$ cat config.mk
export PLATFORM = sky130hd
export DESIGN_NAME = mac_fifo_ctrl
export DESIGN_NICKNAME = d
export VERILOG_FILES = /design/src/rtl/mac_pkg.sv /design/src/rtl/mac_fifo_ctrl.sv
export SDC_FILE = /design/constraint.sdc
export NUM_CORES = 1
export LEC_CHECK = 0
export CORE_AREA = 3 3 103 105
export DETAILED_ROUTE_END_ITERATION = 6
export DIE_AREA = 0 0 106 108
export DONT_BUFFER_PORTS = 1
export GPL_TIMING_DRIVEN = 1
export HOLD_SLACK_MARGIN = 0.15
export MAX_ROUTING_LAYER = met4
export PLACE_DENSITY = 0.37
export SLEW_MARGIN = 20
export SYNTH_ARGS = -nofsm -noshare
export SYNTH_HDL_FRONTEND = slang
export SYNTH_SLANG_ARGS = --single-unit
$ cat constraint.sdc
create_clock -name clk -period 6.9 [get_ports clk]
set_input_delay 1.035 -clock clk [delete_from_list [all_inputs] [get_ports clk]]
set_output_delay 1.035 -clock clk [all_outputs]
set_load 0.02 [all_outputs]
$ cat src/rtl/mac_pkg.sv
// Shared constants and read-side state type for the three-FIFO multiply-add controller.
package mac_pkg;

    localparam int DATA_WIDTH = 32;
    localparam int DEPTH      = 16;
    localparam int OCC_W      = 5;

    typedef enum logic [1:0] {
        IDLE = 2'd0,
        WAIT = 2'd1,
        HOLD = 2'd2
    } state_t;

endpackage

$ cat src/rtl/mac_fifo_ctrl.sv
// Controller for the three-FIFO multiply-add datapath (result = a*b + c).
// Pushes operand triples into FIFO1..3 in lockstep, pops all three together,
// captures the datapath result and holds it on a valid/ready output.
// Optional feature macro: MAC_FIFO_CTRL_STATS_EN adds the res_count output.
module mac_fifo_ctrl
    import mac_pkg::*;
(
    input  logic                    clk,
    input  logic                    rst,
    input  logic                    in_valid,
    output logic                    in_ready,
    input  logic [DATA_WIDTH-1:0]   in_a,
    input  logic [DATA_WIDTH-1:0]   in_b,
    input  logic [DATA_WIDTH-1:0]   in_c,
    output logic                    fifo_wr,
    output logic [3*DATA_WIDTH-1:0] fifo_wdata,
    output logic                    fifo_rd,
    input  logic [2:0]              fifo_empty,
    input  logic [2:0]              fifo_full,
    input  logic [DATA_WIDTH-1:0]   mac_result,
    output logic                    res_valid,
    input  logic                    res_ready,
    output logic [DATA_WIDTH-1:0]   res_data,
    output logic                    err
`ifdef MAC_FIFO_CTRL_STATS_EN
    ,
    output logic [15:0]             res_count
`endif
);

    state_t           state;
    logic [OCC_W-1:0] occ;
    logic             active;
    logic             occ_zero;
    logic             occ_full;
    logic             err_now;

    // Held low during reset and released on the first clock after it, so
    // in_ready (and everything derived from it) is 0 while rst is asserted.
    always_ff @(posedge clk or negedge rst) begin
        if (!rst) active <= 1'b0;
        else      active <= 1'b1;
    end

    // Write-side handshake, pop request and lockstep consistency checks.
    always_comb begin
        occ_zero   = (occ == '0);
        occ_full   = (occ == OCC_W'(DEPTH));
        in_ready   = active & ~occ_full & ~|fifo_full;
        fifo_wr    = in_valid & in_ready;
        fifo_wdata = {in_c, in_b, in_a} & {3*DATA_WIDTH{active}};
        // Pop only from IDLE with data present in all three FIFOs and no
        // result still waiting downstream; this is a one-cycle pulse because
        // the FSM leaves IDLE on the same edge.
        fifo_rd    = active & (state == IDLE) & ~occ_zero & ~|fifo_empty & ~res_valid;
        err_now    = ((fifo_empty != 3'b000) & (fifo_empty != 3'b111))
                   | ((fifo_full  != 3'b000) & (fifo_full  != 3'b111))
                   | (occ_zero & ~&fifo_empty)
                   | (occ_full & ~&fifo_full);
    end

    // Occupancy tracks writes minus pops; both are already blocked at the
    // limits, so a simultaneous write and pop simply leaves it unchanged.
    always_ff @(posedge clk or negedge rst) begin
        if (!rst) begin
            occ <= '0;
        end else if (fifo_wr && !fifo_rd) begin
            occ <= occ + 1'b1;
        end else if (fifo_rd && !fifo_wr) begin
            occ <= occ - 1'b1;
        end
    end

    // Read-side FSM: pop, wait one cycle for FIFO data_out, then hold the
    // captured result until the downstream handshake.
    always_ff @(posedge clk or negedge rst) begin
        if (!rst) begin
            state     <= IDLE;
            res_valid <= 1'b0;
            res_data  <= '0;
        end else begin
            case (state)
                IDLE: begin
                    if (fifo_rd) state <= WAIT;
                end
                WAIT: begin
                    res_data  <= mac_result;
                    res_valid <= 1'b1;
                    state     <= HOLD;
                end
                HOLD: begin
                    if (res_ready) begin
                        res_valid <= 1'b0;
                        state     <= IDLE;
                    end
                end
                default: begin
                    res_valid <= 1'b0;
                    state     <= IDLE;
                end
            endcase
        end
    end

    // Sticky error: once the flags disagree with each other or with occ,
    // it stays set until reset.
    always_ff @(posedge clk or negedge rst) begin
        if (!rst)         err <= 1'b0;
        else if (err_now) err <= 1'b1;
    end

`ifdef MAC_FIFO_CTRL_STATS_EN
    // Count result handshakes; wraps from 0xFFFF to 0.
    always_ff @(posedge clk or negedge rst) begin
        if (!rst)                       res_count <= '0;
        else if (res_valid & res_ready) res_count <= res_count + 16'd1;
    end
`endif

endmodule

Word level (Yosys, flattened, before mapping)

Cells that the tools add are included.

Add/sub/neg operators: 2
Equality and inequality tests: 7
Multiplexer cells: 7
Bitwise logic cells: 19
Reductions and logical operators: 19

Operator list:

| kind                  | count |
|---|---|
| $and A96 B96 Y96      | 1 |
| $and A1 B1 Y1         | 11 |
| $mux W5               | 2 |
| $logic_not A1 Y1      | 6 |
| $ne A3 B3 Y1 const B  | 2 |
| $pmux W2 S3           | 1 |
| $reduce_and A3 Y1     | 2 |
| $reduce_bool A3 Y1    | 2 |
| $reduce_or A3 Y1      | 2 |
| $add A5 B1 Y5 const B | 1 |
| $eq A5 B5 Y1 const B  | 1 |
| $logic_not A5 Y1      | 1 |
| $sub A5 B1 Y5 const B | 1 |
| $mux W2               | 2 |
| $ne A2 B2 Y1 const B  | 2 |
| $not A1 Y1            | 4 |
| $reduce_and A2 Y1     | 2 |
| $or A1 B1 Y1          | 3 |
| $pmux W1 S3           | 1 |
| $eq A2 B1 Y1 const B  | 1 |
| $eq A2 B2 Y1 const B  | 1 |
| $logic_and A1 B1 Y1   | 2 |
| $logic_not A2 Y1      | 1 |
| $reduce_bool A2 Y1    | 1 |
| $mux W1               | 1 |

Register bits: 42
Input bits: 138

Depth between registers and ports, before layout

Gate-level depths: netlist of run 1.

Depth in word-level cells: 9
Mapped depth: 11
Mapped depth without buffers: 11

Worst setup path before layout of run 1

Ideal clock, no wire load.

Path type: input -> register
Start point: input port fifo_full[2]
End point: register occ[4]
Library setup time: 0.154 ns
Arrival time: 3.103 ns
Setup slack: 3.642 ns
Cell stages on the path: 8
Path buffers: 0
Cells stage by stage: a2111oi_2 > and3_1 > ha_1 > inv_1 > ha_1 > or3_1 > o311ai_0 > o311ai_0

Word-level cells in the longest chain between the ends: 7
Elaborated cells between the ends (all ways): 9
Classes of those cells: 1 x mux; 2 x bitwise; 6 x reduce/logical

Ends and longest elaborated chain:

| item                         | line                | RTL |
|---|---|---|
| from (decl)                  | mac_fifo_ctrl.sv:19 | `input logic [2:0] fifo_full,` |
| $reduce_or A3 Y1 *           | mac_fifo_ctrl.sv:49 | `in_ready = active & ~occ_full & ~\|fifo_full;` |
| $logic_not A1 Y1 *           | mac_fifo_ctrl.sv:49 |  |
| $and A1 B1 Y1 *              | mac_fifo_ctrl.sv:49 |  |
| $and A1 B1 Y1 *              | mac_fifo_ctrl.sv:50 | `fifo_wr = in_valid & in_ready;` |
| named net fifo_wr            | mac_fifo_ctrl.sv:15 | `output logic fifo_wr,` |
| $logic_not A1 Y1             | mac_fifo_ctrl.sv:69 | `end else if (fifo_rd && !fifo_wr) begin` |
| $logic_and A1 B1 Y1          | mac_fifo_ctrl.sv:69 |  |
| $reduce_bool A2 Y1 (no line) | n/a                 |  |
| to (signal assigned)         | mac_fifo_ctrl.sv:68 | `occ <= occ + 1'b1;` |
| to (signal assigned)         | mac_fifo_ctrl.sv:70 | `occ <= occ - 1'b1;` |
| to (decl)                    | mac_fifo_ctrl.sv:32 | `logic [OCC_W-1:0] occ;` |

Mark *: on every way through the listed nets, which the timed path passes. The rest lies on a longest branch.
A chain may end at the register's enable or synchronous reset.

Worst setup path after layout of run 1

Same ends and word-level chain as after synthesis.

==> results.ini, run 1 <==
[outcome]
outcome=complete, no violations

[timing]
min_period_ns=3.23
fin_ws_ns=3.67
finClkSkew_ns=0.00946
hold_violations=0
drv_slew=0
timing.setup.tns_ns=0
period_share_pct=46.9
maxSlewHeadroom_pct=57.0
max_clock_freq_mhz=309
worstMarginPinSlew_ns=0.645
setup_violations=0
rsz0062_at_grt=no
holdWs_ns=0.423

[hold_path]
hp-class=input port to asynchronous set/reset pin

[die]
dieHeight_um=108
start_util_pct=25.2
rows=36
dieArea_um2=11400
ioPinCount=271
core-area_um2=9730
fp.dieW_um=106

[yosys]
synth-edff-count=0
ys_seq_elements=42
seq_area_frac_synth_pct=42.8
synth_area_leader_cell=dfrtp_1
synthDistinctLibCells=35
synth_ff_type=dfrtp_1
yosysWarnings=0
synth_nets=378
synth_top_area_share_pct=42.8
avgSynthCellArea_um2=10.4
synth_area_leaders=dfrtp_1 43%, and2_1 25%, mux2_2 15%
syn_area_um2=2450
netlist_instances=235
synthArstFlopShare_pct=100

[worst_setup_path]
timing.rr.end=occ[4]$_DFFE_PN0P_
critical-path-max-stage-delay_ns=0.41
reg2reg_from=occ[1]$_DFFE_PN0P_
rr_worst_depth=10
critical_path.startpoint=fifo_full[2]
r2r_setup_slack_ns=3.86
crit_buf_inv=1
critPathLaunchType=input port
crit_end=occ[4]$_DFFE_PN0P_
crit_fanout=7
path_class=input port to flip-flop
crit_cells=8
worstPathCellList=a2111oi_2 -> and3_1 -> ha_1 -> inv_1 -> ha_1 -> or3_1 -> o311ai_0 -> o311ai_0
crit_slowest_cell=a2111oi_2
required_ns=7.05
critical_path_arrival_ns=3.38
crit_family=compound AO/OA/AOI/OAI gates
crit_path_end_kind=flip-flop

[placed_design]
place_area_um2=2570
place_congestion=0.752
port_buffers=0
place_hpwl_mm=7.67
place_ws_ns=3.38

[routing]
drt_iter0_drc=85
viasPerCell=4.75
wl_per_cell_um=24.8
wl_mm=9.09
ant_nets=0
drc_errors=0
dr_total_vias=1740
dr.pass1.iters=4

[clocking]
cts_setup_buffers=0
cts_buffers=5
cts_resized=0
htree_num_levels=2
path_clk_slew_ns=0.09
ctsHoldBuffers=0
clock_path_buffers=2
cts-root-buf=clkbuf_8
cts_sinks=42
cts_tree=yes
clkLatencyLatePin_ns=0.29

[global_routing]
use_met3_pct=6.87
grt_use_total_pct=14.9
grt_max_degree=101
top_usage_layer=met2
grt_use_met2_pct=22.6
grt_pass1_wl_mm=12.1
gr-usage-met1_pct=18.1
grt_overflow_total=0
antenna_found_initial=7
grt_pass1_vias=1816

[run]
drv_cap=0

[cells_and_area]
nFillCells=1036
area_delta_synth_final_pct=9.43
drive_gt1_share_pct=21.4
utilization_pct=27.6
layout.nets=371
fin_area_um2=2690

[power]
peakVddDrop_v=0.000112
power.leakage_nw=1.20
power_density_nw_per_um2=192

## worst min-delay path by stage
stage                                     from                       end  slack [ns]
final                                      rst  res_data[25]$_DFFE_PN0P_        0.42
after floorplan           state[1]$_DFFE_PN0P_      state[1]$_DFFE_PN0P_        0.49
after CTS                                  rst  res_data[31]$_DFFE_PN0P_        0.41
after global routing                       rst   res_data[4]$_DFFE_PN0P_        0.39
after detailed placement    occ[0]$_DFFE_PN0P_        occ[0]$_DFFE_PN0P_        0.53
after global placement      occ[0]$_DFFE_PN0P_        occ[0]$_DFFE_PN0P_        0.55
## registers in the layout, indices dropped and copies added, names as in the netlist
| signal | count |
|---|---|
| res_valid | 1 |
| state | 2 |
| res_data | 32 |
| err | 1 |
| active | 1 |
| occ | 5 |
## cells by family after synthesis
| logic type | count (synthesis) | share of synthesized area (%) |
|---|---|---|
| AO/OA/AOI/OAI | 16 | 5.25 |
| adder cells (fa/ha/maj) | 5 | 2.85 |
| multiplexers | 32 | 14.7 |
| AND/OR/NAND/NOR | 114 | 29.3 |
| flip-flops | 42 | 42.8 |
| other | 1 | 0.153 |
| XOR/XNOR | 3 | 1.07 |
| buffers and inverters | 22 | 3.92 |
## power by group
part / switching (mW) / leakage [nW] / internal, mW / total (mW)
combinational: 0.0573 / 0.583 / 0.0155 / 0.0728
clock: 0.0891 / 0.0514 / 0.108 / 0.197
sequential: 0.0000627 / 0.568 / 0.246 / 0.246
## layer usage
layer | vias up | share of wire (%)
met2 | 138 | 49
li1 | 761 | -
met4 | 0 | 1.1
met5 | - | 0
met1 | 830 | 37
met3 | 11 | 13
## cell type report
class | count | area (um^2) | area share [%]
Clock buffer | 6 | 72.6 | 2.70
Tap cell | 133 | 166 | 6.19
Antenna cell | 4 | 10.0 | 0.373
Inverter | 6 | 22.5 | 0.838
Timing Repair Buffer | 2 | 15.0 | 0.559
Multi-Input combinational cell | 171 | 1310 | 48.8
Clock inverter | 2 | 37.5 | 1.40
Sequential cell | 42 | 1050 | 39.2
## cell usage after synthesis, types with 3 or more instances
cell      count
inv_1         5
dfrtp_1      42
o21ai_0       3
buf_2         5
nor2_1        3
nand2_1       3
clkbuf_1     10
and2_1       97
nor2b_1       3
mux2_2       32
ha_1          4
## cells in the final DEF (no fill, tap or decap), drive strengths merged, types with 3 or more instances in the layout
cell,count
ha,4
clkbuf,6
dfrtp,42
nor2b,3
nor2,3
mux2,32
o21ai,3
and2,97
inv,6
diode,4
nand2,3
## stage by stage
| step | power (mW) | std cells |
|---|---|---|
| floorplan | 0.318 | 235 |
| global placement | 0.325 | 354 |
| detailed placement | 0.325 | 354 |
| CTS | 0.526 | 362 |
| global route | 0.541 | 366 |
| finish | 0.516 | 366 |
Power figures use the tool's default switching activity.
==> run 2: changes to the inputs <==
Clock period 6.9 ns to 3.38 ns, I/O delays scaled along.
==> results.ini, run 2 (synthesis results as in run 1) <==
[global_routing]
grt_max_degree=89  ; -12%
grt_pass1_vias=1783  ; -1.8%
grt_overflow_total=0  ; unchanged
grt_pass1_wl_mm=12.0  ; -0.97%
antenna_found_initial=4  ; -3
grt_use_total_pct=14.6  ; -0.30 points

[die]
ioPinCount=271  ; unchanged
fp.dieW_um=106  ; unchanged
rows=36  ; unchanged
dieHeight_um=108  ; unchanged
core-area_um2=9730  ; unchanged
start_util_pct=25.2  ; unchanged
dieArea_um2=11400  ; unchanged

[placed_design]
place_hpwl_mm=7.66  ; -0.13%
port_buffers=0  ; unchanged
place_congestion=0.725  ; -3.6%

[routing]
dr.pass1.iters=4  ; unchanged
viasPerCell=4.68  ; -1.5%
ant_nets=0  ; unchanged
drt_iter0_drc=68  ; -20%
dr_total_vias=1718  ; -1.3%
drc_errors=0  ; unchanged
wl_per_cell_um=24.9  ; about the same
wl_mm=9.12  ; +0.36%

[power]
fin_total_pwr_mw=0.992  ; +92%
swShare_pct=31.2  ; +2.8 points
p_int_mw=0.683  ; +85%
p_comb_share_pct=16.3  ; +2.2 points
power_frac_seq_pct=50.8  ; +3.1 points
power.switching_mw=0.309  ; +110%
peakVddDrop_v=0.000229  ; +100%
power_density_nw_per_um2=368  ; +92%
pwr-share-clk_pct=32.9  ; -5.3 points
power.leakage_nw=1.21  ; +0.52%

[run]
drv_cap=0  ; unchanged

[worst_setup_path]
crit_fanout=7  ; unchanged
required_ns=3.53  ; -3.52 ns
path_class=flip-flop to flip-flop
critPathLaunchType=flip-flop
crit_buf_inv=1  ; unchanged
crit_slowest_cell=a2111oi_2
crit_path_end_kind=flip-flop
critical_path_arrival_ns=3.18  ; -0.20 ns
critical-path-max-stage-delay_ns=0.45  ; +0.04 ns
crit_family=compound AO/OA/AOI/OAI gates
worstPathCellList=nor4_2 -> a2111oi_2 -> and3_1 -> ha_1 -> inv_1 -> ha_1 -> or3_1 -> o311ai_0 -> o311ai_0

[timing]
worstMarginPinSlew_ns=0.584  ; -0.0613 ns
period_share_pct=89.6
hold_violations=0  ; unchanged
finClkSkew_ns=0.0111  ; +0.00163 ns
drv_slew=0  ; unchanged
max_clock_freq_mhz=330
min_period_ns=3.03
timing.setup.tns_ns=0  ; unchanged
rsz0062_at_grt=no
maxSlewHeadroom_pct=61.1  ; +4.1 points
setup_violations=0  ; unchanged
holdWs_ns=0.355  ; -0.0683 ns

[clocking]
cts-root-buf=clkbuf_8
cts_tree=yes
ctsHoldBuffers=2  ; +2
clock_path_buffers=2  ; unchanged
cts_sinks=42  ; unchanged
cts_resized=0  ; unchanged
clkLatencyLatePin_ns=0.29  ; about the same
cts_buffers=5  ; unchanged
cts_setup_buffers=0  ; unchanged
path_clk_slew_ns=0.09  ; about the same
htree_num_levels=2  ; unchanged

[hold_path]
hp-class=input port to flip-flop

[cells_and_area]
largest_register_ffs=32  ; unchanged
area_delta_synth_final_pct=9.73
top_register=res_data
mostFrequentLayoutCell=and2_1
reg_top3=res_data (32), occ (5), state (2)
nFillCells=1036  ; unchanged
drive_gt1_share_pct=22.1  ; +0.68 points
layout_common_cells=97 x and2_1, 41 x dfrtp_1, 32 x mux2_2, 5 x inv_1, 5 x clkbuf_8
layout.nets=373  ; +0.54%

[outcome]
outcome=complete, no violations

==> run 2: stage by stage <==
stage,setup WS [ns],instances,utilization [%],instance area (um^2)
6_report,0.351,367,27.7,2690
3_5_place_dp,0.356,354,26.4,2570
2_1_floorplan,0.650,235,-,2450
3_3_place_gp,0.484,354,26.4,2570
5_1_grt,0.0575,367,27.7,2690
4_1_cts,0.343,364,27.6,2690
==> run 2: final cells by class <==
cell class	instances	area (um^2)	share of cell area, %
clock buffer	5	68.8	2.55
inverter	6	22.5	0.836
antenna	3	7.51	0.279
tap	133	166	6.18
sequential	42	1050	39.1
clock inverter	3	21.3	0.790
timing repair buffer	4	45.0	1.67
multi-input combinational	171	1310	48.6
==> run 2: per-layer routing <==
layer / wire (um) / share of wire [%] / global-route usage, %
met5: 0 / 0 / -
met4: 46 / 0.50 / 2.78
met1: 3550 / 39 / 17.9
met3: 1180 / 13 / 6.69
met2: 4340 / 48 / 22.4
==> run 2: power by group through the flow <==
stage               clock [mW]  sequential [mW]  combinational [mW]
finish                   0.326            0.504               0.161
floorplan                    0            0.513               0.136
global route             0.359            0.505               0.172
detailed placement           0            0.515               0.150
global placement             0            0.515               0.150
CTS                      0.341            0.505               0.164
==> run 2: worst paths after layout <==
| path | start | end | slack, ns | cells past startpoint |
|---|---|---|---|---|
| max | occ[0]$_DFFE_PN0P_ | occ[4]$_DFFE_PN0P_ | 0.35 | 9 |
| min in group asynchronous | rst | res_data[4]$_DFFE_PN0P_ | 0.66 | 2 |
| min reg2reg | occ[2]$_DFFE_PN0P_ | occ[2]$_DFFE_PN0P_ | 0.55 | 2 |
| max reg2reg | occ[0]$_DFFE_PN0P_ | occ[4]$_DFFE_PN0P_ | 0.35 | 9 |
| max in group asynchronous | rst | active$_DFF_PN0_ | 2.49 | 2 |
| min | mac_result[0] | res_data[0]$_DFFE_PN0P_ | 0.36 | 1 |
==> run 2: worst register-to-register path: stages, from the launching register on <==
cell	delay, ns
dfrtp_1	0.42
nor4_2	0.09
a2111oi_2	0.45
and3_1	0.37
ha_1	0.34
inv_1	0.14
ha_1	0.25
or3_1	0.36
o311ai_0	0.28
o311ai_0	0.18
==> run 3: changes to the inputs <==
Settings changed: CORE_AREA 3 3 103 105 to 2 2 105 107, DIE_AREA 0 0 106 108 to 0 0 107 109, PLACE_DENSITY 0.37 to 0.36.
==> results.ini, run 3 (synthesis results as in run 1) <==
[cells_and_area]
layout.nets=373  ; unchanged
reg_top3=res_data (32), occ (5), state (2)
nFillCells=1132  ; +9.3%
top_register=res_data
largest_register_ffs=32  ; unchanged
layout_common_cells=97 x and2_1, 41 x dfrtp_1, 32 x mux2_2, 5 x inv_1, 5 x clkbuf_8
mostFrequentLayoutCell=and2_1
drive_gt1_share_pct=22.1  ; unchanged
seqCellArea_um2=1050  ; unchanged
multi_input_area_um2=1310  ; about the same
area_delta_synth_final_pct=10.2

[global_routing]
grt_pass1_wl_mm=11.7  ; -3.0%
grt_max_degree=98  ; +10%
grt_overflow_total=0  ; unchanged
grt_pass1_vias=1811  ; +1.6%
antenna_found_initial=3  ; -1
grt_use_total_pct=14.0  ; -0.62 points

[die]
ioPinCount=271  ; unchanged
core-area_um2=10600  ; +9.0%
fp.dieW_um=107  ; +0.94%
dieArea_um2=11700  ; +1.9%
start_util_pct=23.2  ; -2.1 points
dieHeight_um=109  ; +0.93%
rows=38  ; +5.6%

[timing]
max_clock_freq_mhz=330  ; about the same
timing.setup.tns_ns=0  ; unchanged
maxSlewHeadroom_pct=56.8  ; -4.3 points
drv_slew=0  ; unchanged
worstMarginPinSlew_ns=0.649  ; +0.0645 ns
finClkSkew_ns=0.00874  ; -0.00235 ns
setup_violations=0  ; unchanged
fin_ws_ns=0.352  ; +0.000759 ns
rsz0062_at_grt=no
holdWs_ns=0.359  ; +0.00387 ns
min_period_ns=3.03  ; -0.000759 ns
hold_violations=0  ; unchanged
period_share_pct=89.6  ; about the same

[clocking]
cts_sinks=42  ; unchanged
htree_num_levels=2  ; unchanged
cts_buffers=5  ; unchanged
clkLatencyLatePin_ns=0.29  ; about the same
path_clk_slew_ns=0.09  ; about the same
cts-root-buf=clkbuf_8
clock_path_buffers=2  ; unchanged
cts_tree=yes

[power]
fin_total_pwr_mw=0.988  ; -0.40%
power_density_nw_per_um2=365  ; -0.86%
peakVddDrop_v=0.000166  ; -28%
power.leakage_nw=1.20  ; -0.33%

[hold_path]
hp-class=input port to flip-flop

[worst_setup_path]
crit_fanout=7  ; unchanged
required_ns=3.52  ; about the same
r2r_setup_slack_ns=0.35  ; about the same
critPathLaunchType=flip-flop
crit_path_end_kind=flip-flop
critical_path_arrival_ns=3.17  ; about the same
path_class=flip-flop to flip-flop

[routing]
drt_iter0_drc=124  ; +82%
ant_nets=0  ; unchanged
dr.pass1.iters=4  ; unchanged
drc_errors=0  ; unchanged
wl_mm=8.71  ; -4.5%
dr_total_vias=1744  ; +1.5%
wl_per_cell_um=23.4  ; -6.0%
viasPerCell=4.68  ; -0.12%

[placed_design]
port_buffers=0  ; unchanged
place_congestion=0.817  ; +13%
place_ws_ns=0.312  ; -0.0434 ns
place_hpwl_mm=7.19  ; -6.1%

[outcome]
outcome=complete, no violations

[run]
drv_cap=0  ; unchanged

[run 3: cell count changes in the layout (fill, tap and decap cells not counted)]
| cell | before | now |
|---|---|---|
| diode_2 | 3 | 2 |
| clkinvlp_4 | 1 | 2 |
| buf_16 | 0 | 1 |
| clkinv_2 | 1 | 0 |
| and3_1 | 1 | 0 |
| buf_12 | 1 | 0 |
| clkinv_4 | 1 | 0 |
| and3_2 | 0 | 1 |
| clkbuf_1 | 0 | 1 |
[run 3: path summary, 6_finish.rpt]
path	from	end	cells past startpoint
worst max-delay path	occ[1]$_DFFE_PN0P_	occ[4]$_DFFE_PN0P_	10
worst min-delay path	mac_result[15]	res_data[15]$_DFFE_PN0P_	1
max in group asynchronous	rst	res_data[13]$_DFFE_PN0P_	2
worst max register to register	occ[1]$_DFFE_PN0P_	occ[4]$_DFFE_PN0P_	10
min in group asynchronous	rst	state[1]$_DFFE_PN0P_	2
worst min register to register	occ[0]$_DFFE_PN0P_	occ[0]$_DFFE_PN0P_	1
[run 3: area by class of cell]
class	instances	share of cell area, %
repair buffers	4	1.94
flip-flops and latches	42	38.9
inverters	6	0.832
well taps	140	6.47
multi-input cells	171	48.5
clock buffers	6	2.68
diodes	2	0.185
clock inverters	2	0.555
[run 3: routing by layer]
metal  vias up  wire length (um)  part of all wire, %  track usage [%]
met2       137              4080                   47             21.8
li1        760                 -                    -                -
met3         5              1070                   12             6.04
met5         -                 0                    0                -
met4         0                51                 0.59             3.06
met1       842              3510                   40             16.9
[run 3: stage by stage]
stage,area [um^2],utilization [%],cells
after global placement,2570,24.3,361
after floorplan,2450,-,235
after detailed placement,2570,24.3,361
after global routing,2710,25.5,373
final,2710,25.5,373
after CTS,2700,25.5,371
[run 3: worst max-delay path: stages (launching register included)]
cell and delay [ns]:
dfrtp_1 0.42, nor4_2 0.42, a2111o_1 0.25, and4bb_4 0.24, inv_2 0.05, ha_1 0.28
inv_1 0.15, ha_1 0.25, or3_1 0.36, o311ai_0 0.28, o311ai_0 0.19
[run 3: what timing repair did]
action                                  4_1_cts  5_1_grt
resized for setup                             0        1
buffers inserted                              0        0
hold buffers                                  2        0
endpoints found under the setup margin        0        1
endpoints found under the hold margin        42        0
[run 3: power by group]
group          internal, mW  switching (mW)  leakage [nW]
Combinational        0.0358           0.127         0.599
Sequential            0.503        0.000621         0.568
Clock                 0.146           0.176        0.0374
